## src/rtl/dmem_arbiter_if.sv

```systemverilog
// Requester-side bus shared by both ports of dmem_arbiter.
// The arbiter takes the slave modport and each requester takes the master modport.
interface dmem_arbiter_if #(
    parameter int AW = 16,
    parameter int DW = 32
) ();
    logic          req;
    logic          we;
    logic [AW-1:0] addr;
    logic [DW-1:0] wdata;
    logic          ack;
    logic [DW-1:0] rdata;
    logic          err;

    modport master (
        output req,
        output we,
        output addr,
        output wdata,
        input  ack,
        input  rdata,
        input  err
    );

    modport slave (
        input  req,
        input  we,
        input  addr,
        input  wdata,
        output ack,
        output rdata,
        output err
    );
endinterface

```

## src/rtl/dmem_arbiter.sv

```systemverilog
// Two-port arbiter in front of the single-port 256x32 data memory; one access per three cycles.
// Optional feature macro ARB_ROUND_ROBIN_EN: round-robin tie-break instead of fixed A-first priority.
module dmem_arbiter #(
    parameter int AW    = 16,
    parameter int DW    = 32,
    parameter int DEPTH = 256
) (
    input  logic          clk,
    input  logic          rst,
    dmem_arbiter_if.slave a_if,
    dmem_arbiter_if.slave b_if,
    output logic [AW-1:0] mem_addr_o,
    output logic [DW-1:0] mem_wdata_o,
    output logic          mem_write_o,
    output logic          mem_read_o,
    input  logic [DW-1:0] mem_rdata_i
);

    localparam logic [1:0] IDLE   = 2'd0;
    localparam logic [1:0] ACCESS = 2'd1;
    localparam logic [1:0] RESP   = 2'd2;

    localparam logic       OWNER_A = 1'b0;
    localparam logic       OWNER_B = 1'b1;

    // One extra bit so DEPTH itself is representable even when DEPTH == 2**AW.
    localparam logic [AW:0] DEPTH_LIMIT = (AW+1)'(DEPTH);

    logic [1:0]    state_q,    state_d;
    logic          owner_q,    owner_d;
    logic          errFlag_q,  errFlag_d;
    logic [AW-1:0] memAddr_q,  memAddr_d;
    logic [DW-1:0] memWdata_q, memWdata_d;
    logic          memWrite_q, memWrite_d;
    logic          memRead_q,  memRead_d;
    logic          aAck_q,     aAck_d;
    logic          aErr_q,     aErr_d;
    logic [DW-1:0] aRdata_q,   aRdata_d;
    logic          bAck_q,     bAck_d;
    logic          bErr_q,     bErr_d;
    logic [DW-1:0] bRdata_q,   bRdata_d;

    logic          anyReq;
    logic          grantA;
    logic          grantB;
    logic          selWe;
    logic [AW-1:0] selAddr;
    logic [DW-1:0] selWdata;
    logic          selInRange;
    logic          respUpdate;
    logic [DW-1:0] respData;

    assign anyReq = a_if.req | b_if.req;

`ifdef ARB_ROUND_ROBIN_EN
    logic lastB_q;

    // On a tie the port that did not win the previous grant goes first.
    assign grantA = a_if.req & (~b_if.req | lastB_q);

    always_ff @(posedge clk or posedge rst) begin
        if (rst) begin
            lastB_q <= 1'b1;
        end else if (state_q == IDLE && anyReq) begin
            lastB_q <= grantB;
        end
    end
`else
    assign grantA = a_if.req;
`endif

    assign grantB = b_if.req & ~grantA;

    assign selWe      = grantB ? b_if.we    : a_if.we;
    assign selAddr    = grantB ? b_if.addr  : a_if.addr;
    assign selWdata   = grantB ? b_if.wdata : a_if.wdata;
    assign selInRange = ({1'b0, selAddr} < DEPTH_LIMIT);

    // A completed in-range read loads memory data, an error clears rdata, a write leaves it alone.
    assign respUpdate = errFlag_q | memRead_q;
    assign respData   = errFlag_q ? '0 : mem_rdata_i;

    always_comb begin
        state_d    = state_q;
        owner_d    = owner_q;
        errFlag_d  = errFlag_q;
        memAddr_d  = memAddr_q;
        memWdata_d = memWdata_q;
        memWrite_d = 1'b0;
        memRead_d  = 1'b0;
        aAck_d     = 1'b0;
        aErr_d     = 1'b0;
        aRdata_d   = aRdata_q;
        bAck_d     = 1'b0;
        bErr_d     = 1'b0;
        bRdata_d   = bRdata_q;

        case (state_q)
            IDLE: begin
                if (anyReq) begin
                    owner_d    = grantB ? OWNER_B : OWNER_A;
                    memAddr_d  = selAddr;
                    memWdata_d = selWdata;
                    memWrite_d = selWe & selInRange;
                    memRead_d  = ~selWe & selInRange;
                    errFlag_d  = ~selInRange;
                    state_d    = ACCESS;
                end
            end
            ACCESS: begin
                state_d = RESP;
                if (owner_q == OWNER_B) begin
                    bAck_d = 1'b1;
                    bErr_d = errFlag_q;
                    if (respUpdate) begin
                        bRdata_d = respData;
                    end
                end else begin
                    aAck_d = 1'b1;
                    aErr_d = errFlag_q;
                    if (respUpdate) begin
                        aRdata_d = respData;
                    end
                end
            end
            RESP: begin
                state_d = IDLE;
            end
            default: begin
                state_d = IDLE;
            end
        endcase
    end

    // Async reset also kills a pending write before the memory's negedge commit.
    always_ff @(posedge clk or posedge rst) begin
        if (rst) begin
            state_q    <= IDLE;
            owner_q    <= OWNER_A;
            errFlag_q  <= 1'b0;
            memAddr_q  <= '0;
            memWdata_q <= '0;
            memWrite_q <= 1'b0;
            memRead_q  <= 1'b0;
            aAck_q     <= 1'b0;
            aErr_q     <= 1'b0;
            aRdata_q   <= '0;
            bAck_q     <= 1'b0;
            bErr_q     <= 1'b0;
            bRdata_q   <= '0;
        end else begin
            state_q    <= state_d;
            owner_q    <= owner_d;
            errFlag_q  <= errFlag_d;
            memAddr_q  <= memAddr_d;
            memWdata_q <= memWdata_d;
            memWrite_q <= memWrite_d;
            memRead_q  <= memRead_d;
            aAck_q     <= aAck_d;
            aErr_q     <= aErr_d;
            aRdata_q   <= aRdata_d;
            bAck_q     <= bAck_d;
            bErr_q     <= bErr_d;
            bRdata_q   <= bRdata_d;
        end
    end

    assign mem_addr_o  = memAddr_q;
    assign mem_wdata_o = memWdata_q;
    assign mem_write_o = memWrite_q;
    assign mem_read_o  = memRead_q;

    assign a_if.ack   = aAck_q;
    assign a_if.err   = aErr_q;
    assign a_if.rdata = aRdata_q;
    assign b_if.ack   = bAck_q;
    assign b_if.err   = bErr_q;
    assign b_if.rdata = bRdata_q;

endmodule
```

## src/flat_wrapper.sv

```systemverilog
// flat-port wrapper written by rule: the top's interface ports become plain ports
module dmem_arbiter_flat 
#(
    parameter int AW    = 16,
    parameter int DW    = 32,
    parameter int DEPTH = 256
)
  (clk, rst, mem_addr_o, mem_wdata_o, mem_write_o, mem_read_o, mem_rdata_i, a_if_req, a_if_we, a_if_addr, a_if_wdata, a_if_ack, a_if_rdata, a_if_err, b_if_req, b_if_we, b_if_addr, b_if_wdata, b_if_ack, b_if_rdata, b_if_err);
  dmem_arbiter_if #(.AW(AW), .DW(DW)) a_if_i ();
  dmem_arbiter_if #(.AW(AW), .DW(DW)) b_if_i ();
  input  logic clk;
  input  logic rst;
  output logic [AW-1:0] mem_addr_o;
  output logic [DW-1:0] mem_wdata_o;
  output logic mem_write_o;
  output logic mem_read_o;
  input  logic [DW-1:0] mem_rdata_i;
  input wire logic [$bits(a_if_i.req)-1:0] a_if_req;
  input wire logic [$bits(a_if_i.we)-1:0] a_if_we;
  input wire logic [$bits(a_if_i.addr)-1:0] a_if_addr;
  input wire logic [$bits(a_if_i.wdata)-1:0] a_if_wdata;
  output wire logic [$bits(a_if_i.ack)-1:0] a_if_ack;
  output wire logic [$bits(a_if_i.rdata)-1:0] a_if_rdata;
  output wire logic [$bits(a_if_i.err)-1:0] a_if_err;
  input wire logic [$bits(b_if_i.req)-1:0] b_if_req;
  input wire logic [$bits(b_if_i.we)-1:0] b_if_we;
  input wire logic [$bits(b_if_i.addr)-1:0] b_if_addr;
  input wire logic [$bits(b_if_i.wdata)-1:0] b_if_wdata;
  output wire logic [$bits(b_if_i.ack)-1:0] b_if_ack;
  output wire logic [$bits(b_if_i.rdata)-1:0] b_if_rdata;
  output wire logic [$bits(b_if_i.err)-1:0] b_if_err;
  assign a_if_i.req = a_if_req;
  assign a_if_i.we = a_if_we;
  assign a_if_i.addr = a_if_addr;
  assign a_if_i.wdata = a_if_wdata;
  assign a_if_ack = a_if_i.ack;
  assign a_if_rdata = a_if_i.rdata;
  assign a_if_err = a_if_i.err;
  assign b_if_i.req = b_if_req;
  assign b_if_i.we = b_if_we;
  assign b_if_i.addr = b_if_addr;
  assign b_if_i.wdata = b_if_wdata;
  assign b_if_ack = b_if_i.ack;
  assign b_if_rdata = b_if_i.rdata;
  assign b_if_err = b_if_i.err;
  dmem_arbiter #(.AW(AW), .DW(DW), .DEPTH(DEPTH)) u_core (.clk(clk), .rst(rst), .a_if(a_if_i), .b_if(b_if_i), .mem_addr_o(mem_addr_o), .mem_wdata_o(mem_wdata_o), .mem_write_o(mem_write_o), .mem_read_o(mem_read_o), .mem_rdata_i(mem_rdata_i));
endmodule
```

## config.mk

```make
export PLATFORM = sky130hd
export DESIGN_NAME = dmem_arbiter_flat
export DESIGN_NICKNAME = d
export VERILOG_FILES = /design/src/rtl/dmem_arbiter_if.sv /design/src/rtl/dmem_arbiter.sv /design/src/flat_wrapper.sv
export SDC_FILE = /design/constraint.sdc
export NUM_CORES = 1
export LEC_CHECK = 0
export CORE_MARGIN = 2
export CORE_UTILIZATION = 39
export CTS_CLUSTER_SIZE = 16
export DETAILED_ROUTE_END_ITERATION = 12
export MAX_ROUTING_LAYER = met4
export PLACE_DENSITY = 0.77
export REMOVE_ABC_BUFFERS = 1
export SETUP_SLACK_MARGIN = 0.2
export SLEW_MARGIN = 10
export SYNTH_ARGS = -nofsm -noshare
export SYNTH_HDL_FRONTEND = slang
export SYNTH_SLANG_ARGS = --single-unit
```

## constraint.sdc

```tcl
create_clock -name clk -period 5.7 [get_ports clk]
set_clock_uncertainty 0.1 [all_clocks]
set_input_delay 0.57 -clock clk [delete_from_list [all_inputs] [get_ports clk]]
set_output_delay 0.57 -clock clk [all_outputs]
set_load 0.01 [all_outputs]
```

# Word level (Yosys, flattened, before mapping)
# Index checks and enable logic that the tools add are counted.
# Widths: inputs -> output; s select.
[totals]
latchBits = 0
rom_bits = 0
out_inout_bits = 118
memories = 0
inputBits = 134
mem_bits_rw = 0
ff_bits = 122
[op_classes]
div_mod_pow = 0
mul = 0
n_mux = 19
order_cmp = 1
addsub = 0
n_reduce_logical = 4
shift = 0
bitwise_logic = 9
n_eq_ne = 2
[op_table]
columns = ["op", "n"]
rows = [
  ["$mux 32", 2],
  ["$lt 16x9->1 const B", 1],
  ["$mux 16", 1],
  ["$mux 1", 14],
  ["$reduce_and 3->1", 2],
  ["$not 1->1", 4],
  ["$pmux 2 s2", 1],
  ["$and 1x1->1", 3],
  ["$eq 2x1->1 const B", 1],
  ["$logic_not 2->1", 1],
  ["$mux 2", 1],
  ["$ne 2x1->1 const B", 1],
  ["$or 1x1->1", 2],
  ["$reduce_and 2->1", 1],
]

# Logic depth before layout (Yosys ltp)
# Gate-level depths: netlist of the first run.
[depth]
ltp_word = 7
mapped_depth = 6
depth_no_buf = 4

# Worst setup path before layout of the first run
# Ideal clock, no wire load.
[synth_timing]
kind = "register -> register"
startpoint = "register u_core.state_q[1]"
endpoint = "register u_core.aRdata_q[0] (netlist: u_core.a_if.rdata[0])"
arrival_ps = 1340
setup_slack_ps = 4135
synth_period_minus_slack_ps = 1565
required_time_ps = 5475
setup_time_ps = 125
path_stages_with_launch = 7
cell_sequence = "dfrtp_1 > nor2b_4 > nor2b_4 > nor2b_4 > buf_6 > buf_12 > mux2_4"
[synth_between]
elab_chain_len = 2
[synth_lines]
columns = ["item", "line_no", "source"]
rows = [
  ["start, declared", "dmem_arbiter.sv:29", "logic [1:0] state_q, state_d;"],
  ["start signal, assigned", "dmem_arbiter.sv:152", "state_q <= state_d;"],
  ["$eq 2x1->1", "dmem_arbiter.sv:98", "case (state_q)"],
  ["$reduce_and 3->1 (no source line)", "-", ""],
  ["end signal, assigned", "dmem_arbiter.sv:161", "aRdata_q <= aRdata_d;"],
  ["end, declared", "dmem_arbiter.sv:38", "logic [DW-1:0] aRdata_q, aRdata_d;"],
]
# Every way passes these cells.
# A chain may end at the register's enable or synchronous reset.

# Worst setup path in the final report of the first run
[layout_timing]
startpoint = "input a_if_req"
endpoint = "register u_core.memWrite_q (netlist: u_core.mem_write_o)"
[layout_between]
elab_chain_len = 7
[layout_lines]
columns = ["item", "line_no", "source"]
rows = [
  ["start, declared", "flat_wrapper.sv:18", "input wire logic [$bits(a_if_i.req)-1:0] a_if_req;"],
  ["$not 1->1", "dmem_arbiter.sv:72", "assign grantB = b_if.req & ~grantA;"],
  ["$and 1x1->1", "dmem_arbiter.sv:72", ""],
  ["$mux 16", "dmem_arbiter.sv:75", "assign selAddr = grantB ? b_if.addr : a_if.addr;"],
  ["$lt 16x9->1", "dmem_arbiter.sv:77", "assign selInRange = ({1'b0, selAddr} < DEPTH_LIMIT);"],
  ["$and 1x1->1", "dmem_arbiter.sv:104", "memWrite_d = selWe & selInRange;"],
  ["$mux 1 (*)", "dmem_arbiter.sv:100", "if (anyReq) begin"],
  ["$mux 1 (*)", "dmem_arbiter.sv:98", ""],
  ["via u_core.memWrite_d", "dmem_arbiter.sv:34", "logic memWrite_q, memWrite_d;"],
  ["end signal, assigned", "dmem_arbiter.sv:157", "memWrite_q <= memWrite_d;"],
  ["end, declared", "dmem_arbiter.sv:34", ""],
]
# Mark *: on every way through the listed nets, which the timed path passes. The rest lies on a longest branch.

==> impl_metrics.py, run 1 <==
metrics = {
    "synthesis": {
        "synthMuxAreaShare_pct": 24.5,
        "synth_compound_area_share_pct": 5.12,
        "synth_top_family_by_area": "multiplexers",
        "synth_commonest_cells": "122 x dfrtp_1, 49 x mux2i_1, 49 x nand2_1, 43 x o21ai_0, 34 x mux2_2",
        "synth_flop_cell": "dfrtp_1",
        "synth_area_um2": 5410,
        "ys_seq_elements": 122,
        "synth.top_cell.area_share_pct": 56.5,
        "synth_area_leaders": "dfrtp_1 56%, mux2i_1 9.1%, mux2_4 8.3%",
        "yosysTopAreaCell": "dfrtp_1",
        "synthXorXnorAreaFrac_pct": 0,
        "synth_fa_ha_area_share_pct": 0,
        "synth_cells": 420,
        "ys_seq_area_share_pct": 56.5,
        "post-synth-top-count-cell": "dfrtp_1",
        "async_flop_share_pct": 100,
        "ys_warn_count": 0,
        "synth_area_per_cell_um2": 12.9,
        "netlist-cell-type-count": 27,
        "synth_simple_gate_area_share_pct": 9.79,
        "synth_edf_count": 0,
    },
    "min_path": {
        "whs_path_depth": 2,
        "min_path_type": "register to register",
        "min-delay-start": "u_core.mem_addr_o[6]$_DFFE_PP0P_",
        "min_to": "u_core.mem_addr_o[6]$_DFFE_PP0P_",
    },
    "detailed_routing": {
        "ant_nets": 0,
        "drtIter0Drc": 307,
        "drc_errors": 0,
        "via_per_inst": 4.78,
        "post_drt_wl_per_cell_um": 16.1,
        "via_count": 4123,
        "wirelength_um": 13900,
        "first_pass_iters": 4,
    },
    "placement": {
        "numPortBuffers": 251,
        "postPlaceCellArea_um2": 7990,
        "gp_congestion": 0.818,
        "dp_cells": 830,
        "hpwlAfterDp_um": 10100,
    },
    "sta": {
        "final-setup-viol-count": 0,
        "fin_tns_setup_ns": 0,
        "rsz0062_at_grt": "false",
        "clock.fmax_mhz": 436,
        "worst_pin_slew_ns": 1.00,
        "fin_crit_ns": 2.29,
        "relSlewSlack_pct": 33.1,
        "fin_hold_ws_ns": 0.377,
        "slew_viol_final": 0,
        "final_hold_viol_count": 0,
        "finalCritPeriodShare_pct": 40.2,
    },
    "floorplanning": {
        "die_area_um2": 14800,
        "initial_core_util_pct": 39.4,
        "die_w_um": 122,
        "rows": 43,
        "io_pins": 252,
        "core_area_um2": 13700,
        "dieHeight_um": 122,
    },
    "worst_setup_path": {
        "slowest_delay_ns": 0.62,
        "worst-setup-path-type": "input pin to register",
        "slowest_stage": "buf_4",
        "reg2reg_from": "u_core.errFlag_q$_DFFE_PP0P_",
        "end_kind": "register",
        "critPathMaxFanout": 48,
        "reg2reg_slack_ns": 3.47,
        "timing.rr.end": "u_core.b_if.rdata[22]$_DFFE_PP0P_",
        "start_kind": "input pin",
        "path_cells": "clkdlybuf4s50_1, nand2b_2, buf_4, nand4_1, a21oi_1, and2b_1",
        "crit_required_ns": 5.94,
        "cp.arrival_ns": 2.53,
        "r2r_cells": 4,
    },
    "global_route": {
        "grt_pass1_wl_um": 22000,
        "grt_pass1_vias": 4300,
        "gr-total-overflow": 0,
        "grt_max_degree": 93,
        "grt_use_total_pct": 19.8,
        "grt_antenna_before_repair": 0,
    },
    "cells_and_area": {
        "finalNonFillerCells": 862,
        "drive_gt1_share_pct": 15.8,
        "fillCellCount": 1051,
        "syn2layout_area_growth_pct": 58.9,
        "design_area_um2": 8590,
        "final_nets": 803,
        "n_antenna_cell": 0,
        "utilization_pct": 62.6,
    },
    "clock_tree": {
        "htreeDepth": 4,
        "cts_buffer_depth": 2,
        "cts_root_buf": "clkbuf_16",
        "clk_latency_ns": 0.41,
        "cts_buffers": 17,
        "clock-sinks": 122,
        "clk_pin_slew_ns": 0.06,
        "cts_resized": 0,
        "hold_buffers": 0,
        "cts_tree": "built",
        "post_cts_buffers": 0,
    },
    "run_status": {
        "status": "finished, final reports clean",
    },
    "run": {
        "cap_violations": 0,
    },
    "power": {
        "p_leak_uw": 0.00395,
        "power.density_nw_per_um2": 391,
        "ir_worst_vdd_mv": 0.207,
    },
}
how the worst max path moves through the flow:
stage              from                           end  slack (ns)
2_1_floorplan       rst     u_core.a_if.ack$_DFF_PP0_        1.79
3_3_place_gp   a_if_req   u_core.mem_read_o$_DFF_PP0_        3.06
3_5_place_dp   a_if_req   u_core.mem_read_o$_DFF_PP0_        3.00
4_1_cts        a_if_req   u_core.mem_read_o$_DFF_PP0_        3.41
5_1_grt        a_if_req  u_core.mem_write_o$_DFF_PP0_        3.30
6_report       a_if_req  u_core.mem_write_o$_DFF_PP0_        3.41
metrics by stage:
stage                     setup slack, ns  power [uW]
after floorplan                      1.79        1690
after global placement               3.06        2270
after detailed placement             3.00        2300
after CTS                            3.41        3400
after global routing                 3.30        3560
final                                3.41        3350
area by class of cell:
type	count	area (um^2)	area share (%)
clock buffer	21	460	5.36
clock inverter	11	144	1.68
inverter	4	17.5	0.204
multi-input combinational	268	2140	24.9
sequential	122	3050	35.5
tap	180	225	2.62
timing repair buffer	256	2550	29.7
registers in the layout, indices dropped and copies added (netlist names):
signal and flops:
u_core.b_if.ack 1, u_core.a_if.ack 1, u_core.a_if.rdata 32, u_core.state_q 2, u_core.errFlag_q 1, u_core.mem_read_o 1, u_core.owner_q 1, u_core.b_if.err 1
u_core.a_if.err 1, u_core.mem_wdata_o 32, u_core.b_if.rdata 32, u_core.mem_addr_o 16, u_core.mem_write_o 1
layer usage:
| metal | part of all wire [%] | GRT usage, % |
|---|---|---|
| met1 | 43 | 24.4 |
| met2 | 47 | 30.6 |
| met3 | 8.7 | 6.37 |
| met4 | 1.5 | 7.47 |
| met5 | 0 | - |
logic make-up (layout without fill, tap and decap cells):
group	count (synthesis)	in the layout
flops	122	122
buf+inv	30	292
simple gates	101	101
compound gates	54	54
mux	113	113
cell usage in the layout, fill, tap and decap left out:
cell type,n
a21oi_1,4
nand2b_2,1
nor2b_4,3
clkbuf_1,2
inv_6,1
o21ai_0,43
clkinvlp_4,1
nand2_1,49
bufinv_16,3
mux2i_1,49
and2_1,1
nor4_1,2
inv_4,1
and2_2,1
o21ai_4,1
mux2_4,30
clkbuf_8,2
nor2b_1,33
inv_1,3
nor2_4,2
mux2_2,34
clkinv_2,4
clkinv_4,2
and2b_1,1
nor2_1,6
a22oi_1,1
o21ai_1,5
clkdlybuf4s50_1,251
dfrtp_1,122
nand4_1,2
buf_4,5
clkbuf_16,17
worst max-delay path, delay by kind of cell:
kind / cells / cell delay [ns]
buffers and inverters: 2 / 1.21
AND/OR/NAND/NOR: 3 / 0.48
AO/OA/AOI/OAI: 1 / 0.25
report_power, final:
part,leakage (uW),internal (uW),switching [uW]
clock network,0.000297,710,377
logic,0.00205,577,516
registers,0.00161,1070,109
total,0.00395,2350,1000
Power figures use the tool's default switching activity.
==> inputs of run 2 (changes only) <==
CORE_UTILIZATION = 37   (was 39)
PLACE_DENSITY = 0.76   (was 0.77)
clock period = 2.01 ns   (was 5.7 ns; I/O delays follow)
==> run 2 against run 1 <==
Design area is 2.4% higher; register-to-register slack worse by 3.2 ns; utilization shrank 1.6 points; sequential power increased to 2.8 times the previous value; wire length increased by 5.9%; cell count increased by 1.5%; die area grew 5.2%; sequential share of layout area is 0.83 points lower; global-route usage is essentially flat; power increased to 3.0 times the previous value; via count up 3.5%; critical path depth is 1 lower; critical path type is now register to register; largest cell class unchanged; largest power group is now clock.
==> impl_metrics.py, run 2 (synthesis results as in run 1) <==
metrics = {
    "detailed_routing": {
        "via_count": 4267,
        "wirelength_um": 14700,
        "drtIter0Drc": 168,
        "via_per_inst": 4.88,
        "post_drt_wl_per_cell_um": 16.8,
        "ant_nets": 0,
        "drc_errors": 0,
        "first_pass_iters": 4,
    },
    "clock_tree": {
        "htreeDepth": 4,
        "cts_root_buf": "clkbuf_16",
        "clk_latency_ns": 0.42,
        "cts_tree": "built",
        "clk_pin_slew_ns": 0.06,
        "post_cts_buffers": 0,
        "hold_buffers": 1,
        "cts_resized": 0,
        "clock-sinks": 122,
        "cts_buffer_depth": 2,
        "cts_buffers": 17,
    },
    "worst_setup_path": {
        "worst-setup-path-type": "register to register",
        "slowest_delay_ns": 0.41,
        "critPathMaxFanout": 32,
        "timing.rr.end": "u_core.a_if.rdata[27]$_DFFE_PP0P_",
        "reg2reg_slack_ns": 0.26,
        "cp.arrival_ns": 1.94,
        "path_cells": "nor2b_4, nor2b_4, nor2b_4, buf_12, mux2_2",
        "end_kind": "register",
        "crit_required_ns": 2.21,
        "r2r_cells": 5,
        "path_common_cell": "nor2b_4",
        "slowest_stage": "dfrtp_1",
        "start_kind": "register",
        "reg2reg_from": "u_core.state_q[1]$_DFFE_PP0P_",
    },
    "power": {
        "p_int_uw": 7000,
        "p_comb_share_pct": 32.7,
        "power.density_nw_per_um2": 1130,
        "clkPwrFrac_pct": 33.9,
        "power.switching_uw": 2980,
        "power.total_uw": 9980,
        "p_sw_share_pct": 29.9,
        "ir_worst_vdd_mv": 0.733,
        "pwr-share-seq_pct": 33.4,
        "p_leak_uw": 0.00403,
    },
    "global_route": {
        "grt_use_total_pct": 19.9,
        "grt_max_degree": 73,
        "grt_pass1_vias": 4488,
        "grt_pass1_wl_um": 23700,
        "gr-total-overflow": 0,
        "grt_antenna_before_repair": 0,
    },
    "cells_and_area": {
        "fillCellCount": 1129,
        "finalNonFillerCells": 875,
        "final_common_cell": "clkdlybuf4s50_1",
        "final_nets": 812,
        "final-seq-area_um2": 3050,
        "multi_input_area_um2": 2140,
        "n_antenna_cell": 0,
        "design_area_um2": 8790,
        "mostFrequentLayoutCells": "251 x clkdlybuf4s50_1, 122 x dfrtp_1, 49 x nand2_1, 49 x mux2i_1, 43 x o21ai_0",
        "syn2layout_area_growth_pct": 62.7,
        "drive_gt1_share_pct": 17.1,
    },
    "placement": {
        "dp_cells": 842,
        "hpwlAfterDp_um": 10800,
        "gp_congestion": 0.867,
        "numPortBuffers": 251,
        "postPlaceCellArea_um2": 8130,
    },
    "min_path": {
        "whs_path_depth": 3,
        "min_to": "u_core.mem_wdata_o[8]$_DFFE_PP0P_",
        "min-delay-start": "b_if_wdata[8]",
        "min_path_type": "input pin to register",
    },
    "floorplanning": {
        "die_w_um": 125,
        "rows": 44,
        "io_pins": 252,
        "core_area_um2": 14400,
        "initial_core_util_pct": 37.5,
        "die_area_um2": 15600,
        "dieHeight_um": 125,
    },
    "sta": {
        "fin_crit_ns": 1.75,
        "final_hold_viol_count": 0,
        "rsz0062_at_grt": "false",
        "relSlewSlack_pct": 69.9,
        "slew_viol_final": 0,
        "clock.fmax_mhz": 572,
        "worst_pin_slew_ns": 0.449,
        "final-setup-viol-count": 0,
        "finalCritPeriodShare_pct": 87.0,
    },
    "run_status": {
        "status": "finished, final reports clean",
    },
    "run": {
        "cap_violations": 0,
    },
}
==> run 2: metrics by stage <==
step	hold slack, ns	TNS, ns	worst slack [ns]	util, %
6_report	0.299	0	0.262	61.0
5_1_grt	0.312	0	0.214	61.0
4_1_cts	0.286	0	0.255	61.0
3_5_place_dp	0.369	0	0.118	56.3
3_3_place_gp	0.364	0	0.216	56.3
2_1_floorplan	0.187	-229.68	-1.53	-
==> run 2: cell type report <==
class / instances / area share, %
Inverter: 4 / 0.199
Multi-Input combinational cell: 268 / 24.3
Tap cell: 184 / 2.62
Clock inverter: 14 / 2.50
Sequential cell: 122 / 34.7
Timing Repair Buffer: 265 / 30.6
Clock buffer: 18 / 4.99
==> run 2: how the worst max path moves through the flow <==
stage                                              from                           endpoint  slack [ns]  cells past startpoint
final                     u_core.state_q[1]$_DFFE_PP0P_  u_core.a_if.rdata[27]$_DFFE_PP0P_        0.26                      5
after global routing      u_core.state_q[1]$_DFFE_PP0P_  u_core.a_if.rdata[27]$_DFFE_PP0P_        0.21                      5
after CTS                 u_core.state_q[1]$_DFFE_PP0P_  u_core.a_if.rdata[27]$_DFFE_PP0P_        0.26                      5
after detailed placement                       b_if_req  u_core.mem_wdata_o[1]$_DFFE_PP0P_        0.12                      5
after global placement                         b_if_req        u_core.mem_read_o$_DFF_PP0_        0.22                      5
after floorplan                                     rst          u_core.a_if.ack$_DFF_PP0_       -1.53                      1
==> run 2: worst max-delay path: cells and delay by family (launching register included) <==
family | cells | cell delay, ns
mux | 1 | 0.37
flops | 1 | 0.41
simple gates | 3 | 0.46
buf+inv | 1 | 0.25
==> run 2: per-layer routing <==
| layer | GRT usage [%] | part of all wire, % | up-vias |
|---|---|---|---|
| met2 | 31.1 | 48 | 224 |
| met4 | 7.25 | 1.8 | 0 |
| li1 | - | - | 1957 |
| met3 | 7.65 | 10 | 21 |
| met5 | - | 0 | - |
| met1 | 23.4 | 40 | 2065 |
==> run 2: power groups by stage <==
stage | Clock (uW) | Sequential, uW | Combinational (uW)
floorplan | 0 | 3600 | 1190
global placement | 0 | 3360 | 3240
detailed placement | 0 | 3380 | 3300
CTS | 3460 | 3350 | 3310
global route | 3570 | 3410 | 3510
finish | 3380 | 3340 | 3260
==> inputs of run 3 (changes only) <==
CORE_ASPECT_RATIO = 0.7   (was default)
PLACE_DENSITY = 0.79   (was 0.76)
==> run 3 against run 2 <==
Worst setup slack gained 0.014 ns; flip-flop and latch count is the same; power grew 0.24%; sequential power is essentially flat; design area grew 0.23%; combinational power is essentially flat; non-clock buffer count is the same; clock power is essentially flat; critical path type unchanged; highest routed layer unchanged.
==> impl_metrics.py, run 3 (synthesis results as in run 1) <==
metrics = {
    "power": {
        "pwr-share-seq_pct": 33.4,
        "power.density_nw_per_um2": 1130,
        "power.switching_uw": 2940,
        "p_comb_share_pct": 32.6,
        "clkPwrFrac_pct": 33.9,
        "ir_worst_vdd_mv": 0.652,
        "p_int_uw": 7060,
        "p_leak_uw": 0.00406,
        "p_sw_share_pct": 29.4,
    },
    "clock_tree": {
        "cts_tree": "built",
        "cts_buffers": 17,
        "post_cts_buffers": 0,
        "cts_root_buf": "clkbuf_16",
        "clock-sinks": 122,
        "cts_resized": 0,
        "cts_buffer_depth": 2,
        "htreeDepth": 4,
        "clk_latency_ns": 0.40,
        "clk_pin_slew_ns": 0.05,
        "hold_buffers": 0,
    },
    "sta": {
        "fin_crit_ns": 1.73,
        "finalCritPeriodShare_pct": 86.2,
        "worst_pin_slew_ns": 0.446,
        "final_hold_viol_count": 0,
        "slew_viol_final": 0,
        "final-setup-viol-count": 0,
        "relSlewSlack_pct": 70.2,
        "rsz0062_at_grt": "false",
        "timing.final.ws_setup_ns": 0.277,
        "clock.fmax_mhz": 577,
    },
    "placement": {
        "numPortBuffers": 251,
        "gp_congestion": 0.806,
        "place_ws_ns": 0.122,
        "hpwlAfterDp_um": 10800,
    },
    "global_route": {
        "grt_antenna_before_repair": 0,
        "grt_pass1_vias": 4614,
        "grt_use_total_pct": 20.1,
        "gr-total-overflow": 0,
        "grt_pass1_wl_um": 23900,
        "grt_max_degree": 87,
    },
    "detailed_routing": {
        "wirelength_um": 14800,
        "via_count": 4101,
        "post_drt_wl_per_cell_um": 16.8,
        "first_pass_iters": 4,
        "via_per_inst": 4.65,
        "ant_nets": 0,
        "drtIter0Drc": 125,
        "drc_errors": 0,
    },
    "worst_setup_path": {
        "end_kind": "register",
        "worst-setup-path-type": "register to register",
        "crit_required_ns": 2.20,
        "start_kind": "register",
        "timing.rr.end": "u_core.a_if.rdata[27]$_DFFE_PP0P_",
        "reg2reg_slack_ns": 0.28,
        "cp.arrival_ns": 1.92,
        "critPathMaxFanout": 32,
        "reg2reg_from": "u_core.state_q[1]$_DFFE_PP0P_",
        "r2r_cells": 5,
    },
    "floorplanning": {
        "rows": 36,
        "die_area_um2": 15600,
        "die_w_um": 148,
        "io_pins": 252,
        "core_area_um2": 14100,
        "dieHeight_um": 105,
        "initial_core_util_pct": 38.3,
    },
    "cells_and_area": {
        "syn2layout_area_growth_pct": 63.1,
        "fillCellCount": 1063,
        "drive_gt1_share_pct": 17.1,
        "final-seq-area_um2": 3050,
        "n_antenna_cell": 0,
        "multi_input_area_um2": 2140,
        "final_common_cell": "clkdlybuf4s50_1",
        "mostFrequentLayoutCells": "251 x clkdlybuf4s50_1, 122 x dfrtp_1, 49 x nand2_1, 49 x mux2i_1, 43 x o21ai_0",
        "utilization_pct": 62.5,
        "final_nets": 812,
    },
    "min_path": {
        "min_path_type": "input pin to async pin",
    },
    "run": {
        "cap_violations": 0,
    },
    "run_status": {
        "status": "finished, final reports clean",
    },
}
[run 3: through the flow]
step / instances / total power, uW / cell area [um^2] / hold WS (ns) / setup TNS (ns)
3_3_place_gp: 849 / 6570 / 8150 / 0.362 / 0
6_report: 881 / 10000 / 8810 / 0.0491 / 0
5_1_grt: 881 / 10500 / 8810 / 0.0767 / 0
2_1_floorplan: 394 / 4780 / 5200 / 0.187 / -229.68
4_1_cts: 881 / 10100 / 8810 / 0.0503 / 0
3_5_place_dp: 849 / 6670 / 8150 / 0.369 / 0
[run 3: worst max-delay path by stage]
stage                                             start                                 to  slack, ns  depth (start not counted)
after floorplan                                     rst          u_core.a_if.ack$_DFF_PP0_      -1.53                          1
after global placement                         b_if_req  u_core.mem_wdata_o[3]$_DFFE_PP0P_       0.25                          6
after detailed placement                       b_if_req  u_core.mem_wdata_o[3]$_DFFE_PP0P_       0.12                          6
after CTS                 u_core.state_q[1]$_DFFE_PP0P_  u_core.a_if.rdata[26]$_DFFE_PP0P_       0.25                          5
after global routing      u_core.state_q[1]$_DFFE_PP0P_  u_core.a_if.rdata[26]$_DFFE_PP0P_       0.22                          5
final                     u_core.state_q[1]$_DFFE_PP0P_  u_core.a_if.rdata[27]$_DFFE_PP0P_       0.28                          5
[run 3: power by group through the flow]
stage	clock network (uW)	registers (uW)	logic [uW]
floorplan	0	3600	1190
global placement	0	3350	3220
detailed placement	0	3380	3290
CTS	3460	3350	3310
global route	3560	3420	3510
finish	3390	3340	3260
[run 3: cell type report]
cell class / instances / area share, %
well taps: 190 / 2.70
flip-flops and latches: 122 / 34.6
multi-input cells: 268 / 24.3
inverters: 4 / 0.199
repair buffers: 265 / 30.7
clock buffers: 21 / 5.34
clock inverters: 11 / 2.17
[run 3: metal layers]
metal  GRT usage [%]  part of all wire, %  routed length, um  up-vias
met2            33.4                   50               7450      129
met5               -                    0                  0        -
met3            5.41                  5.2                772       17
li1                -                    -                  -     1952
met1            24.1                   43               6380     2003
met4            6.12                  1.3                185        0
[run 3: worst max-delay path: stages, from the launching register on]
cell     delay (ns)
dfrtp_1        0.40
nor2b_4        0.13
nor2b_4        0.17
nor2b_4        0.17
buf_12         0.25
mux2_2         0.37
